===== config.mk =====
export PLATFORM = sky130hd
export DESIGN_NAME = complex_invert_apply
export DESIGN_NICKNAME = d
export VERILOG_FILES = /design/src/rtl/complex_invert_apply.sv
export SDC_FILE = /design/constraint.sdc
export NUM_CORES = 2
export LEC_CHECK = 0
export BUFFER_PORTS_ARGS = -buffer_cell sky130_fd_sc_hd__buf_2
export CORE_ASPECT_RATIO = 0.5
export CORE_MARGIN = 5
export CORE_UTILIZATION = 40
export CTS_BUF_LIST = sky130_fd_sc_hd__clkbuf_4 sky130_fd_sc_hd__clkbuf_8
export DETAILED_ROUTE_END_ITERATION = 16
export MAX_ROUTING_LAYER = met4
export PLACE_DENSITY = 0.58
export SLEW_MARGIN = 10
export SYNTH_ARGS = -nofsm -noshare
export SYNTH_HDL_FRONTEND = slang
export SYNTH_SLANG_ARGS = --single-unit

===== constraint.sdc =====
create_clock -name clk -period 13.53 [get_ports clk]
set_input_delay 2.0295 -clock clk [delete_from_list [all_inputs] [get_ports clk]]
set_output_delay 2.0295 -clock clk [all_outputs]
set_load 0.01 [all_outputs]

===== src/rtl/complex_invert_apply.sv =====
// Applies a per-packet complex coefficient (Q1.15 sc16) to a sample stream: y = x*h, 3-stage pipeline.
// Define COMPLEX_INVERT_APPLY_SAT_EN to clip results to int16; otherwise results wrap to 16 bits.
module complex_invert_apply #(
  parameter int SCALE_SHIFT = 15
) (
  input  logic        clk,
  input  logic        aresetn,
  input  logic [31:0] c_tdata,
  input  logic        c_tlast,
  input  logic        c_tvalid,
  output logic        c_tready,
  input  logic [31:0] i_tdata,
  input  logic        i_tlast,
  input  logic        i_tvalid,
  output logic        i_tready,
  output logic [31:0] o_tdata,
  output logic        o_tlast,
  output logic        o_tvalid,
  input  logic        o_tready
);

  typedef struct packed {
    logic signed [15:0] re;
    logic signed [15:0] im;
  } sc16_t;

  typedef enum logic {LOAD = 1'b0, RUN = 1'b1} state_t;

  localparam int STAGES = 2;
  localparam logic signed [33:0] RND = 34'sd1 <<< (SCALE_SHIFT - 1);

  state_t             state, state_nxt;
  logic               ce, accept;
  logic [STAGES:0]    vld_pipe, last_pipe;
  sc16_t              coef, x_s0, h_s0;
  logic signed [31:0] p_rr, p_ii, p_ri, p_ir;
  logic signed [33:0] sum_re, sum_im, rnd_re, rnd_im;
  logic [15:0]        y_re, y_im;
  logic               unused_bits;

  assign ce          = ~vld_pipe[STAGES] | o_tready;
  assign accept      = i_tvalid & i_tready;
  assign o_tvalid    = vld_pipe[STAGES];
  assign o_tlast     = last_pipe[STAGES];
  assign unused_bits = ^{c_tlast, rnd_re[33:16], rnd_im[33:16]};

  // FSM: state register
  always_ff @(posedge clk or negedge aresetn) begin
    if (!aresetn) state <= LOAD;
    else          state <= state_nxt;
  end

  // FSM: next state
  always_comb begin
    state_nxt = state;
    case (state)
      LOAD: if (c_tvalid)          state_nxt = RUN;
      RUN:  if (accept && i_tlast) state_nxt = LOAD;
      default:                     state_nxt = LOAD;
    endcase
  end

  // FSM: outputs
  always_comb begin
    c_tready = 1'b0;
    i_tready = 1'b0;
    case (state)
      LOAD:    c_tready = 1'b1;
      RUN:     i_tready = ce;
      default: c_tready = 1'b0;
    endcase
  end

  always_ff @(posedge clk or negedge aresetn) begin
    if (!aresetn)                coef <= '0;
    else if (c_tvalid && c_tready) coef <= c_tdata;
  end

  // The coefficient travels with each sample so a reload cannot corrupt beats still in flight.
  always_ff @(posedge clk or negedge aresetn) begin
    if (!aresetn) begin
      vld_pipe  <= '0;
      last_pipe <= '0;
      x_s0      <= '0;
      h_s0      <= '0;
      p_rr      <= '0;
      p_ii      <= '0;
      p_ri      <= '0;
      p_ir      <= '0;
      o_tdata   <= '0;
    end else if (ce) begin
      vld_pipe  <= {vld_pipe[STAGES-1:0], accept};
      last_pipe <= {last_pipe[STAGES-1:0], accept & i_tlast};
      if (accept) begin
        x_s0 <= i_tdata;
        h_s0 <= coef;
      end
      p_rr    <= 32'(x_s0.re) * 32'(h_s0.re);
      p_ii    <= 32'(x_s0.im) * 32'(h_s0.im);
      p_ri    <= 32'(x_s0.re) * 32'(h_s0.im);
      p_ir    <= 32'(x_s0.im) * 32'(h_s0.re);
      o_tdata <= {y_re, y_im};
    end
  end

  // Sum, round half-up, scale, reduce to 16 bits.
  always_comb begin
    sum_re = 34'(p_rr) - 34'(p_ii);
    sum_im = 34'(p_ri) + 34'(p_ir);
    rnd_re = (sum_re + RND) >>> SCALE_SHIFT;
    rnd_im = (sum_im + RND) >>> SCALE_SHIFT;
`ifdef COMPLEX_INVERT_APPLY_SAT_EN
    if      (rnd_re > 34'sd32767)  y_re = 16'h7FFF;
    else if (rnd_re < -34'sd32768) y_re = 16'h8000;
    else                           y_re = rnd_re[15:0];
    if      (rnd_im > 34'sd32767)  y_im = 16'h7FFF;
    else if (rnd_im < -34'sd32768) y_im = 16'h8000;
    else                           y_im = rnd_im[15:0];
`else
    y_re = rnd_re[15:0];
    y_im = rnd_im[15:0];
`endif
  end

endmodule


==> impl_results.md <==
- Status: complete, no violations
- Final wirelength: roughly 140 mm
- Detail Route Antenna Nets: 0
- CTS buffer count: between 40 and 50
- RSZ-0062 raised after global routing: no
- Ys flop type: dfrtp_1
- Final Setup Violations: 0
- Adder-cell share of the synthesized area: between 50 and 60%
- CP Capture Type: flop
- Initial core utilization: between 40% and 50%
- Clock Latency Late Sink: roughly 740 ps
- Fmax: 131 MHz
- Simple logic cell fraction of the synthesized area: approximately 14%
- Vias in the first global route: around 39000
- Tcrit/Tclk final: around 56%
- Largest family of logic cells by synthesized area: adder cells
- Clock Skews: between 50 and 60 ps
- Routed WL per cell: between 15 and 20 microns
- Register area share after synthesis: between 10% and 20%
- Setup CP Type: reg2reg
- Vias per std cell: 5.12
- Final Critical Period: between 7000 and 8000 ps
- CP startpoint kind: flop
- Die ar.: around 0.13 sq mm
- Layout cell share with drive strength beyond 1: under 10%
- Die width: 513 microns
- Clk buf depth: 3
- Cell variety after synth: 64
- Worst min-delay path class: reg2reg
- Top Ports: about 110
- CTS root buf: clkbuf_8
- Compound-Gate Fraction of Synth Area: between 6 and 7%
- Commonest non-fill, non-tap cell in the layout: inv_1
- CP required: approximately 14000 ps
- GRT Total Usage: about 22%
- Die height: 261 microns
- Clock transition at path regs: 80 ps
- Largest net degree at the start of global routing: ~130
- FILL cells: between 10000 and 15000
- Asr flop ratio synth: 100%
- Post-layout nets: around 6900
- RePlAce Congestion: ~0.88
- Net Count, Synth: just under 7000
- Mapped Area: just over 0.05 sq mm
- # hold bufs at CTS: 0
- Initial antenna violation count: 10
- TritonCTS clock tree: built
- Num rows: between 90 and 100
- Layout area overhead: 6.91%
- Drt initial violations: 2460
- Hpwl dp: 108 mm
- Setup Buffers After CTS: 0
- Synth Warn #: 0
- Flip-flop and latch area: ~0.0065 sq mm
- Global route overflow: 0
- M2 GR Usage: roughly 31%
- Critical Path Fanout Max: 18
- Drt first pass iters: 7
- CTS resizes: 0
- Met3 Use GR: 4.71%
- WP data arrival: slightly above 8000 ps
- Number of flops mapped to enable cells by yosys: 0
- Core Box Area: between 0.1 and 0.15 sq mm
- Relative slew slack: 26.9%
- Gr busiest metal: met1
- Xor/xnor share of the synthesized area: around 2.6%
- Clock H-tree levels: 2
- First-pass GRT wire length: roughly 220 mm
- Post-route DRC: 0
- Slew @ Worst Pin: between 1000 and 1500 ps
- GR Util met1: between 30% and 40%
- IO Port Bufs: about 110
- Setup TNS: 0 ps
- Max_cap viols: 0
- Multi-input logic area: 0.0386 sq mm
- Most frequent cells in the layout: inv_1 (1198), fa_1 (1024), nand2_1 (674)
- #FFs+latches synth: 259
- Syn Inst Count: roughly 5400
- # clock sinks: around 260
- Final hold vios: 0
- Mux contribution to synthesized area: 2.10%
- Syn avg cell area: 9.37 sq um
- Routed vias: around 36000
- Slew Viols, Final: 0
==> worst paths after layout <==
check | cells after the start | slack (ps) | to | start
worst max register to register | 21 | 5900 | p_ir[20] | x_s0[6]
min in group asynchronous | 1 | 1310 | last_pipe[2] | aresetn
worst max-delay path | 21 | 5900 | p_ir[20] | x_s0[6]
worst min-delay path | 2 | 460 | vld_pipe[1] | vld_pipe[1]
max in group asynchronous | 3 | 9980 | x_s0[24] | aresetn
worst min register to register | 2 | 460 | vld_pipe[1] | vld_pipe[1]
==> synthesized netlist by cell type (all sizes together) (5+ instances only) <==
cell,number,area share [%]
nor3,30,0.30
o21bai,17,0.25
or3,15,0.19
and3,13,0.16
ha,434,11
o21a,20,0.30
and2,477,5.9
nor4,6,0.074
o2111ai,6,0.10
a211oi,21,0.32
nor4b,6,0.10
nor2b,12,0.15
nand3b,5,0.074
mux2,94,2.1
a31oi,10,0.15
inv,1198,8.9
xnor2,94,1.6
dfrtp,259,13
a21o,52,0.77
nand2b,37,0.46
fa,1024,41
o211ai,17,0.25
nor2,162,1.2
xor2,56,0.97
nand4,12,0.15
buf,13,0.097
nand2,674,5.0
clkbuf,232,1.7
nand3,28,0.28
a21oi,160,1.6
o31ai,21,0.31
o21ai,127,1.3
==> critical path, stage by stage, from the launching register on <==
cell       delay, ps
dfrtp_1          940
buf_4            390
and2_1           190
fa_1             450
fa_1             540
ha_1             130
inv_1             50
fa_1             470
inv_1             50
fa_1             520
inv_1             50
fa_1             470
inv_1             40
ha_1             340
a2111oi_0        410
o21ai_0          210
a221oi_1         500
o21ai_2          200
a21boi_0         420
nor2_1            80
o311ai_0         850
nand2_1          110
==> registers in the layout, summed over array words and instances (netlist names) <==
signal / cells
p_ri: 31
state: 1
x_s0: 32
h_s0: 32
vld_pipe: 3
p_ii: 31
p_rr: 31
last_pipe: 3
coef: 32
p_ir: 31
o_tdata: 32
==> final cells by class <==
type	instances	area share, %
multi-input cells	3690	71.6
inverters	1198	8.33
well taps	1692	3.92
diodes	7	0.0324
repair buffers	172	1.97
clock inverters	16	0.424
clock buffers	73	1.73
flip-flops and latches	259	12.0
==> metrics by stage <==
stage               util [%]  area, sq um  hold WS, ps  instances  setup slack, ps
finish                  43.0        54000          456       7107             5900
global route            43.0        54000          495       7106             5670
CTS                     42.9        54000          461       7100             6000
detailed placement      42.0        52800          448       7011             6080
global placement        42.0        52800          442       7011             6060
floorplan                  -        50500          430       5392             7320
==> routing by layer <==
| layer | up-vias | part of all wire [%] |
|---|---|---|
| met4 | 0 | 1.9 |
| met1 | 18889 | 49 |
| li1 | 16177 | - |
| met2 | 1147 | 41 |
| met3 | 148 | 8.5 |
| met5 | - | 0 |
==> logic make-up after synthesis <==
family / after synthesis
AO/OA/AOI/OAI: 496
XOR/XNOR: 150
multiplexers: 94
AND/OR/NAND/NOR: 1492
flip-flops: 259
buffers and inverters: 1443
adder cells (fa/ha/maj): 1458
Power is left out: the tool's default activity adds up to more than one toggle a clock period on the data nets, which glitch-free logic cannot reach.
